### config.mk
export PLATFORM = sky130hd
export DESIGN_NAME = psum_adder_sched
export DESIGN_NICKNAME = d
export VERILOG_FILES = /design/src/rtl/psum_adder_sched_pkg.sv /design/src/rtl/psum_raster_cnt.sv /design/src/rtl/psum_adder_sched.sv
export SDC_FILE = /design/constraint.sdc
export NUM_CORES = 1
export LEC_CHECK = 0
export ABC_AREA = 1
export BUFFER_PORTS_ARGS = -buffer_cell sky130_fd_sc_hd__buf_4
export CORE_MARGIN = 3
export CORE_UTILIZATION = 55
export DETAILED_ROUTE_END_ITERATION = 6
export GPL_TIMING_DRIVEN = 1
export PLACE_DENSITY = 0.88
export SYNTH_ARGS = -nofsm -noshare
export SYNTH_HDL_FRONTEND = slang
export SYNTH_SLANG_ARGS = --single-unit
### constraint.sdc
create_clock -name clk -period 2.5 [get_ports clk]
set_input_delay 0.625 -clock clk [delete_from_list [all_inputs] [get_ports clk]]
set_output_delay 0.625 -clock clk [all_outputs]
set_load 0.02 [all_outputs]
### src/rtl/psum_adder_sched_pkg.sv
// Shared definitions for the psum adder-tree sequencer.
//   - FSM state encoding for psum_adder_sched
//   - default ofmap BRAM address width, adder latency and outstanding-counter width
package psum_adder_sched_pkg;

    localparam int OFMAP_AW  = 12;  // ofmap BRAM address width
    localparam int ADDER_LAT = 10;  // adder i_valid -> o_valid latency
    localparam int OUTST_W   = 5;   // must hold ADDER_LAT + 1

    typedef enum logic [2:0] {
        ST_IDLE  = 3'd0,
        ST_LOAD  = 3'd1,
        ST_RUN   = 3'd2,
        ST_DRAIN = 3'd3,
        ST_DONE  = 3'd4
    } state_t;

endpackage

### src/rtl/psum_raster_cnt.sv
// Raster-order pixel walker for one ofmap tile.
//   clk, rst : clock, synchronous active-high reset
//   clear    : restart at pixel (0,0), address = base
//   base     : tile base address, sampled on clear
//   adv      : advance to the next pixel
//   h, w     : tile rows / cols (non-zero while advancing)
//   addr     : address of the current pixel (wraps modulo 2^AW)
//   last     : current pixel is (h-1, w-1)
module psum_raster_cnt
    import psum_adder_sched_pkg::*;
#(
    parameter int AW = OFMAP_AW
) (
    input  logic          clk,
    input  logic          rst,
    input  logic          clear,
    input  logic [AW-1:0] base,
    input  logic          adv,
    input  logic [7:0]    h,
    input  logic [7:0]    w,
    output logic [AW-1:0] addr,
    output logic          last
);

    logic [7:0] row;
    logic [7:0] col;
    logic       col_last;

    assign col_last = (col == w - 8'd1);
    assign last     = col_last && (row == h - 8'd1);

    // Address is a running increment rather than base + row*w + col.
    always_ff @(posedge clk) begin
        if (rst) begin
            row  <= '0;
            col  <= '0;
            addr <= '0;
        end else if (clear) begin
            row  <= '0;
            col  <= '0;
            addr <= base;
        end else if (adv) begin
            addr <= addr + AW'(1);
            if (col_last) begin
                col <= '0;
                row <= row + 8'd1;
            end else begin
                col <= col + 8'd1;
            end
        end
    end

endmodule

### src/rtl/psum_adder_sched.sv
// Sequencer for the binarized psum adder tree, one ofmap tile per run.
//   start/abort           : run control (start honoured in IDLE, abort in RUN)
//   cfg_*                 : layer config, latched in LOAD
//   psum_valid/psum_ready : upstream psum handshake; an accepted beat is issued
//   wr_stall              : downstream back-pressure, blocks new issues
//   adder_*               : adder config, i_valid, address and returned o_valid
//   busy/done/cfg_err     : status (busy LOAD..DRAIN, done 1-cycle, cfg_err sticky)
module psum_adder_sched
    import psum_adder_sched_pkg::*;
#(
    parameter int OFMAPS_BRAM_ADDR_WIDTH = OFMAP_AW,
    parameter int ADDER_LATENCY          = ADDER_LAT,
    parameter int OUTST_WIDTH            = OUTST_W
) (
    input  logic                              clk,
    input  logic                              rst,
    input  logic                              start,
    input  logic                              abort,
    input  logic [7:0]                        cfg_in_channel,
    input  logic [2:0]                        cfg_kernel_size,
    input  logic [7:0]                        cfg_ofmap_h,
    input  logic [7:0]                        cfg_ofmap_w,
    input  logic [OFMAPS_BRAM_ADDR_WIDTH-1:0] cfg_base_addr,
    input  logic                              psum_valid,
    output logic                              psum_ready,
    input  logic                              wr_stall,
    output logic [7:0]                        adder_in_channel,
    output logic [2:0]                        adder_kernel_size,
    output logic                              adder_i_valid,
    output logic [OFMAPS_BRAM_ADDR_WIDTH-1:0] adder_addr,
    input  logic                              adder_o_valid,
    output logic                              busy,
    output logic                              done,
    output logic                              cfg_err
);

    localparam logic [OUTST_WIDTH-1:0] OUTST_MAX = OUTST_WIDTH'(ADDER_LATENCY + 1);
    localparam logic [OUTST_WIDTH-1:0] OUTST_ONE = OUTST_WIDTH'(1);

    state_t                   state, state_nxt;
    logic [7:0]               h_q, w_q;
    logic [OUTST_WIDTH-1:0]   outst, outst_nxt;
    logic                     issue;
    logic                     ret;
    logic                     last_pix;
    logic                     zero_cfg;

    assign issue         = psum_valid && psum_ready;
    assign adder_i_valid = issue;
    // A return with nothing outstanding is stale (e.g. after a reset) and dropped.
    assign ret           = adder_o_valid && (outst != '0);
    assign zero_cfg      = (cfg_ofmap_h == 8'd0) || (cfg_ofmap_w == 8'd0) ||
                           (cfg_kernel_size == 3'd0) || (cfg_in_channel == 8'd0);

    always_comb begin
        outst_nxt = outst;
        if (issue && !ret)
            outst_nxt = outst + OUTST_ONE;
        else if (!issue && ret)
            outst_nxt = outst - OUTST_ONE;
    end

    // State register
    always_ff @(posedge clk) begin
        if (rst)
            state <= ST_IDLE;
        else
            state <= state_nxt;
    end

    // Next-state logic
    always_comb begin
        state_nxt = state;
        case (state)
            ST_IDLE:  if (start) state_nxt = ST_LOAD;
            ST_LOAD:  state_nxt = zero_cfg ? ST_DONE : ST_RUN;
            ST_RUN:   if ((issue && last_pix) || abort) state_nxt = ST_DRAIN;
            ST_DRAIN: if (outst_nxt == '0) state_nxt = ST_DONE;
            ST_DONE:  state_nxt = ST_IDLE;
            default:  state_nxt = ST_IDLE;
        endcase
    end

    // Output logic
    always_comb begin
        psum_ready = 1'b0;
        busy       = 1'b0;
        done       = 1'b0;
        case (state)
            ST_LOAD:  busy = 1'b1;
            ST_RUN: begin
                busy       = 1'b1;
                psum_ready = !wr_stall && (outst < OUTST_MAX);
            end
            ST_DRAIN: busy = 1'b1;
            ST_DONE:  done = 1'b1;
            default:  ;
        endcase
    end

    always_ff @(posedge clk) begin
        if (rst) begin
            adder_in_channel  <= '0;
            adder_kernel_size <= '0;
            h_q               <= '0;
            w_q               <= '0;
            cfg_err           <= 1'b0;
            outst             <= '0;
        end else if (state == ST_LOAD) begin
            adder_in_channel  <= cfg_in_channel;
            adder_kernel_size <= cfg_kernel_size;
            h_q               <= cfg_ofmap_h;
            w_q               <= cfg_ofmap_w;
            cfg_err           <= zero_cfg;
            outst             <= '0;
        end else begin
            outst             <= outst_nxt;
        end
    end

    psum_raster_cnt #(
        .AW (OFMAPS_BRAM_ADDR_WIDTH)
    ) u_raster (
        .clk   (clk),
        .rst   (rst),
        .clear (state == ST_LOAD),
        .base  (cfg_base_addr),
        .adv   (issue),
        .h     (h_q),
        .w     (w_q),
        .addr  (adder_addr),
        .last  (last_pix)
    );

endmodule
Word level (Yosys, flattened, before mapping) --
Cells that the tools add are included.
Storage, ports and cells: flip-flop bits (word level) 64, latch bits 0, bits in writable memories 0, memory bits (read-only) 0, word-level logic and storage cells 66, memories kept 0
Operators by class: add/sub/neg operators 7, multipliers 0, div/mod/pow operators 0, order comparisons 1, eq/ne operators 9, shifts and indexed selects 0, mux-type cells 13, bitwise operators 0, reductions and logical operators 26
Operators with widths (number):
- $logic_not 8->1 | 3
- $mux 12 | 2
- $add 8x1->8 const B | 2
- $eq 8x8->1 | 2
- $sub 8x1->8 const B | 2
- $add 12x1->12 const B | 1
- $mux 3 | 4
- $pmux 3 s4 | 1
- $mux 5 | 2
- $mux 8 | 1
- $logic_and 1x1->1 | 7
- $eq 3x2->1 const B | 2
- $logic_not 3->1 | 2
- $ne 2x2->1 const B | 3
- $add 5x1->5 const B | 1
- $logic_not 5->1 | 1
- $lt 5x4->1 const B | 1
- $reduce_bool 5->1 | 1
- $sub 5x1->5 const B | 1
- $logic_or 1x1->1 | 4
- $eq 3x1->1 const B | 1
- $eq 3x3->1 const B | 1
- $logic_not 1->1 | 3
- $mux 1 | 3
- 5 further kinds | 5

Depth between registers and ports, before layout --
Gate-level depths: netlist of run 1.
depth in word-level cells 11, depth in mapped cells 17, depth with buffers taken out 17

Hierarchy --
From an unflattened synthesis of run 1, not the netlist that was laid out.
Second synthesis, totals: cell total of the unflattened synthesis 553, area, all modules 3788.6 µm²
By module, submodules not included:
- psum_raster_cnt | times used 1, cells an instance 315, area each 2037.0 µm²
- psum_adder_sched | times used 1, cells an instance 238, area each 1751.7 µm²

Least setup slack after synthesis of run 1 --
OpenSTA, ideal clock, no wires.
kind input to output, start point input wr_stall, end point output adder_i_valid, arrival time 1264 ps, required time 1875 ps, path slack 611 ps, stages on the path 6, buffers on the path 1, cell sequence nor2_1 nand2_1 inv_1 nand3_4 inv_2 buf_2
Between the ends: longest elaborated chain between the ends 4
Ends and longest elaborated chain:
- start: declaration | line psum_adder_sched.sv:26 | input logic wr_stall,
- $logic_not 1->1 | line psum_adder_sched.sv:93 | psum_ready = !wr_stall && (outst < OUTST_MAX);
- $logic_and 1x1->1 | line psum_adder_sched.sv:93
- $mux 1 | line psum_adder_sched.sv:89 | case (state)
- $logic_and 1x1->1 | line psum_adder_sched.sv:48 | assign issue = psum_valid && psum_ready;
- end: declaration | line psum_adder_sched.sv:29 | output logic adder_i_valid,
No other way between the ends.

Worst setup path after layout of run 1 --
start point register outst[2], end point output adder_i_valid
Between the ends: longest elaborated chain between the ends 4
Ends and longest elaborated chain:
- start: declaration | line psum_adder_sched.sv:42 | logic [OUTST_WIDTH-1:0] outst, outst_nxt;
- start signal: assignment | line psum_adder_sched.sv:117 | outst <= outst_nxt;
- $lt 5x4->1 | line psum_adder_sched.sv:93
- $logic_and 1x1->1 | line psum_adder_sched.sv:93
- $mux 1 | line psum_adder_sched.sv:89
- $logic_and 1x1->1 | line psum_adder_sched.sv:48
No other way between the ends.

==> impl_metrics.toml, run 1 <==
[timing]
fin_skew_ns = 0.00920
period_share_pct = 88.4
fmax_mhz = 452
setup_viol = 0
hold_viol = 0
layout_setup_ws_ns = 0.289
fin_tns_setup_ns = 0
layout_min_cycle_time_ns = 2.21
slew_violations = 0
worst_slew_pin_slew_ns = 0.482
relSlewSlack_pct = 67.8
grt_setup_unrepaired = "no"

[cts]
cts.sinks = 64
clock_latency_ns = 0.35
post_cts_buffers = 0
numCtsBuffers = 9
ctsHoldBuffers = 0
clk_pin_slew_ns = 0.07
cts_resized = 0
htree_levels = 3
cts_buffer_depth = 2
cts-root-buf = "clkbuf_8"
cts_tree = "done"

[floorplanning]
die_area_mm2 = 0.00752
die_w_um = 86.7
start_util_pct = 58.8
rows = 28
core_mm2 = 0.00610
ios = 74
die_h_um = 86.7

[power]
power.density_mw_per_mm2 = 1200
ir_worst_vdd_v = 0.000737
p_leak_nw = 2.06

[yosys]
syn_area_mm2 = 0.00358
avgSynthCellArea_um2 = 6.72
yosys-top-cells-area = "dfxtp_1 36%, nand2_1 11%, nor2_1 8.8%, o21ai_0 6.4%, inv_1 6.0%"
yosys.area.top_type = "dfxtp_1"
ys_seq_elements = 64
netlist.area_leader.share_pct = 35.8
syn-num-nets = 587
yosys_warnings = 0
yosysSeqAreaShare_pct = 35.8
synth.distinct_cells = 36
synth_cells = 533

[cells_and_area]
syn_to_final_growth_pct = 22.3
final_layout_size_suffix_gt1_share_pct = 18.3
nets = 657
antenna_cells = 0

[detailed_routing]
drt_iter0_markers = 233
drcViolationCount = 0
ant_nets = 0
vias = 3613
drtPass1Iterations = 4
drt-total-wl_um = 8970
routedWlPerCell_um = 13.1
viasPerCell = 5.29

[placement]
place.gp.congestion = 0.888
dp_hpwl_um = 6680
place_ws_ns = 0.321
port_buffers = 73

[status]
status = "finished clean"

[critical_path]
path_max_fanout = 10
cp-end-kind = "output pin"
critical_path_class = "register to output pin"
cp-start-kind = "register"
crit_arrival_ns = 1.59
crit_required_ns = 1.88

[grt]
track_usage_pct = 25.6
grt_pass1_vias = 3439
grt_max_degree = 57
grt_pass1_wl_um = 15500
overflow = 0
antenna_found_initial = 0

[job]
drv_cap = 0

[min_path]
worstHoldPathType = "primary input to register"
## metal layers
layer	vias up	part of all wire (%)	wire (um)	track usage, %
met4	0	1.7	155	11.8
met1	1610	45	4010	32.7
li1	1875	-	-	-
met3	16	8.4	752	6.84
met2	112	45	4060	40.5
met5	-	0	0	0
## synth_stat cells
cell type and instances:
and2_1 1, nand2_2 4, ha_1 8, o21ai_1 2, o211ai_1 2, a21oi_1 30, inv_2 4, nor3b_1 6
nand2_1 104, a31oi_1 9, a211oi_1 1, nor2_4 2, clkbuf_1 16, nor3_2 1, nor4_1 5, nand3_1 28
xor2_1 14, nor2_2 4, buf_4 1, nand3b_1 1, nor2_1 84, a311oi_1 2, o221ai_1 2, o21ai_0 46
nor3_1 13, o311a_1 1, xnor3_1 1, inv_1 57, nand4_1 5, nand3_4 2, buf_2 2, o21a_1 2
dfxtp_1 64, or2_2 2, nor2b_1 1, xnor2_1 6
## layout make-up
type / count / area, um2
Multi-Input combinational cell: 389 / 2000
Fill cell: 483 / 1710
Sequential cell: 64 / 1280
Timing Repair Buffer: 78 / 586
Inverter: 61 / 229
Clock buffer: 13 / 159
Tap cell: 75 / 93.8
Clock inverter: 3 / 40.0
## critical path, cell delays in order, from the launching register on
cell	delay (ns)
dfxtp_1	0.47
inv_2	0.07
nand2_1	0.08
nor2_2	0.05
nor2_4	0.11
nand3_4	0.15
inv_2	0.15
buf_4	0.17
## registers in the layout, indices dropped and copies added (netlist names)
name,count
u_raster.addr,12
adder_in_channel,8
h_q,8
u_raster.col,8
u_raster.row,8
w_q,8
outst,5
adder_kernel_size,3
state,3
cfg_err,1
## cell families (layout without fill, tap and decap cells)
kind of cell / after synthesis / count (layout) / share of synthesized area [%]
buf+inv: 80 / 155 / 8.55
flops: 64 / 64 / 35.8
xor+xnor: 21 / 21 / 5.52
fa+ha+maj: 8 / 8 / 2.79
simple gates: 263 / 263 / 32.6
compound gates: 97 / 97 / 14.8
## where the power goes
part / switching, mW / internal, mW
combinational: 1.68 / 1.03
clock: 0.398 / 0.513
sequential: 0.287 / 1.35
total: 2.37 / 2.89
## stage by stage
stage	hold WS (ns)	area [um2]	utilization, %	cells	total power [mW]
global route	0.492	4380	71.9	683	5.71
detailed placement	0.477	4190	68.7	667	4.35
finish	0.484	4380	71.9	683	5.26
global placement	0.469	4190	68.7	667	4.25
CTS	0.474	4380	71.9	683	5.27
floorplan	0.448	3580	-	533	3.60
## worst paths after layout
path              startpoint                end  slack [ns]  cells past startpoint
hold reg to reg       w_q[2]             w_q[2]        0.49                      2
setup reg to reg      w_q[0]           state[1]        0.41                     14
setup / recovery    outst[2]      adder_i_valid        0.29                      7
hold / removal           rst  u_raster.addr[10]        0.48                      2
## cell usage in the layout (no fill, tap or decap)
| cell | netlist | routed |
|---|---|---|
| nand3b_1 | 1 | 1 |
| nor2b_1 | 1 | 1 |
| buf_4 | 1 | 78 |
| clkbuf_1 | 16 | 2 |
| dfxtp_1 | 64 | 64 |
| inv_2 | 4 | 4 |
| nor3_1 | 13 | 13 |
| nand2_2 | 4 | 4 |
| o211ai_1 | 2 | 2 |
| o311a_1 | 1 | 1 |
| a31oi_1 | 9 | 9 |
| a21oi_1 | 30 | 30 |
| xnor3_1 | 1 | 1 |
| ha_1 | 8 | 8 |
| nor2_4 | 2 | 2 |
| clkinv_2 | 0 | 2 |
| xor2_1 | 14 | 14 |
| o221ai_1 | 2 | 2 |
| xnor2_1 | 6 | 6 |
| nor2_2 | 4 | 4 |
| a211oi_1 | 1 | 1 |
| nor3b_1 | 6 | 6 |
| a311oi_1 | 2 | 2 |
| o21ai_1 | 2 | 2 |
| o21ai_0 | 46 | 46 |
| nand4_1 | 5 | 5 |
| or2_2 | 2 | 2 |
| nor3_2 | 1 | 1 |
| inv_1 | 57 | 57 |
| and2_1 | 1 | 1 |
| bufinv_16 | 0 | 1 |
| nand2_1 | 104 | 104 |
| nand3_1 | 28 | 28 |
| o21a_1 | 2 | 2 |
| nor2_1 | 84 | 84 |
| clkbuf_8 | 0 | 11 |
| nor4_1 | 5 | 5 |
| nand3_4 | 2 | 2 |
Note: power is estimated with default switching activity, not from simulation.
==> inputs of run 2 (changes only) <==
--- a/config.mk
+++ b/config.mk
@@ -8,10 +8,10 @@
 export ABC_AREA = 1
 export BUFFER_PORTS_ARGS = -buffer_cell sky130_fd_sc_hd__buf_4
 export CORE_MARGIN = 3
-export CORE_UTILIZATION = 55
+export CORE_UTILIZATION = 50
 export DETAILED_ROUTE_END_ITERATION = 6
 export GPL_TIMING_DRIVEN = 1
-export PLACE_DENSITY = 0.88
+export PLACE_DENSITY = 0.82
 export SYNTH_ARGS = -nofsm -noshare
 export SYNTH_HDL_FRONTEND = slang
 export SYNTH_SLANG_ARGS = --single-unit
==> impl_metrics.toml, run 2 (synthesis results as in run 1) <==
[cells_and_area]
final_layout_size_suffix_gt1_share_pct = 18.7
nets = 658
finalInstanceArea_mm2 = 0.00441
multiInputGateArea_mm2 = 0.00200
seq_area_mm2 = 0.00128
largest_reg_flops = 12
utilization_pct = 64.3
antenna_cells = 0
final_cell_mix = "104 x nand2_1, 84 x nor2_1, 79 x buf_4"
final_common_cell = "nand2_1"
filler_cell_count = 622
syn_to_final_growth_pct = 23.2
final_cells = 705
top_register = "u_raster.addr"

[cts]
cts_resized = 0
clock_latency_ns = 0.35
cts_buffer_depth = 2
cts_tree = "done"
post_cts_buffers = 0
numCtsBuffers = 9
htree_levels = 3
cts-root-buf = "clkbuf_8"
cts.sinks = 64
clk_pin_slew_ns = 0.08
ctsHoldBuffers = 0

[placement]
placed_area_mm2 = 0.00422
place.gp.congestion = 0.835
port_buffers = 73
dp_hpwl_um = 6710
dp_cells = 689

[grt]
antenna_found_initial = 0
track_usage_pct = 22.9
grt_pass1_vias = 3472
grt_max_degree = 58
grt_pass1_wl_um = 15600
overflow = 0

[detailed_routing]
drtPass1Iterations = 4
ant_nets = 0
drt_iter0_markers = 191
drcViolationCount = 0
drt-total-wl_um = 9020
routedWlPerCell_um = 12.8
vias = 3615
viasPerCell = 5.13

[power]
p_leak_nw = 2.05
ir_worst_vdd_v = 0.000658
power.density_mw_per_mm2 = 1190
finalPower_mw = 5.25

[critical_path]
critical_path_class = "register to output pin"
cp-end-kind = "output pin"
crit_arrival_ns = 1.53
crit_required_ns = 1.88
path_max_fanout = 6
cp-start-kind = "register"

[timing]
grt_setup_unrepaired = "no"
worst_slew_pin_slew_ns = 0.512
relSlewSlack_pct = 65.9
setup_viol = 0
fin_skew_ns = 0.00688
slew_violations = 0
fin_tns_setup_ns = 0
layout_min_cycle_time_ns = 2.15
fmax_mhz = 465
hold_viol = 0
period_share_pct = 86.1

[floorplanning]
rows = 30
ios = 74
die_w_um = 90.7
die_area_mm2 = 0.00822
die_h_um = 90.7
start_util_pct = 52.2
core_mm2 = 0.00687

[status]
status = "finished clean"

[job]
drv_cap = 0

[min_path]
worstHoldPathType = "register to register"
## run 2: cell count changes in the layout (fill, tap and decap cells not counted)
cell        before  now
clkinvlp_4       0    3
clkbuf_1         2    0
clkbuf_8        11    9
buf_4           78   79
inv_6            0    1
## run 2: report_power, final
| group | internal (mW) | switching [mW] |
|---|---|---|
| registers | 1.35 | 0.287 |
| logic | 1.04 | 1.67 |
| clock network | 0.460 | 0.443 |
| total | 2.85 | 2.40 |
## run 2: path summary, 6_finish.rpt
path	start	to	slack [ns]	depth (start not counted)
setup / recovery	outst[2]	adder_i_valid	0.35	7
hold / removal	h_q[1]	h_q[1]	0.49	2
setup reg to reg	w_q[0]	state[1]	0.41	14
hold reg to reg	h_q[1]	h_q[1]	0.49	2
## run 2: per-stage QoR
step | hold slack [ns] | setup WS (ns)
final | 0.488 | 0.348
after global routing | 0.480 | 0.0780
after CTS | 0.484 | 0.322
after detailed placement | 0.473 | 0.404
after global placement | 0.463 | 0.450
after floorplan | 0.448 | 0.611
## run 2: critical path, cell delays in order (launching register included)
cell and delay, ns:
dfxtp_1 0.47, inv_2 0.08, nand2_1 0.08, nor2_2 0.05, nor2_4 0.12, nand3_4 0.10, inv_2 0.12, buf_4 0.17
## run 2: cell type report
class                           instances  area share, %
Multi-Input combinational cell        389           45.2
Sequential cell                        64           29.0
Timing Repair Buffer                   79           13.4
Inverter                               61           5.19
Tap cell                               96           2.72
Clock inverter                          7           1.62
Clock buffer                            9           2.81
## run 2: per-layer routing
layer | vias to the layer above | GRT usage [%] | part of all wire (%)
met5 | - | 0 | 0
met4 | 0 | 8.93 | 1.9
met3 | 17 | 6.58 | 5.8
met2 | 96 | 37.4 | 46
met1 | 1622 | 28.5 | 46
li1 | 1880 | - | -
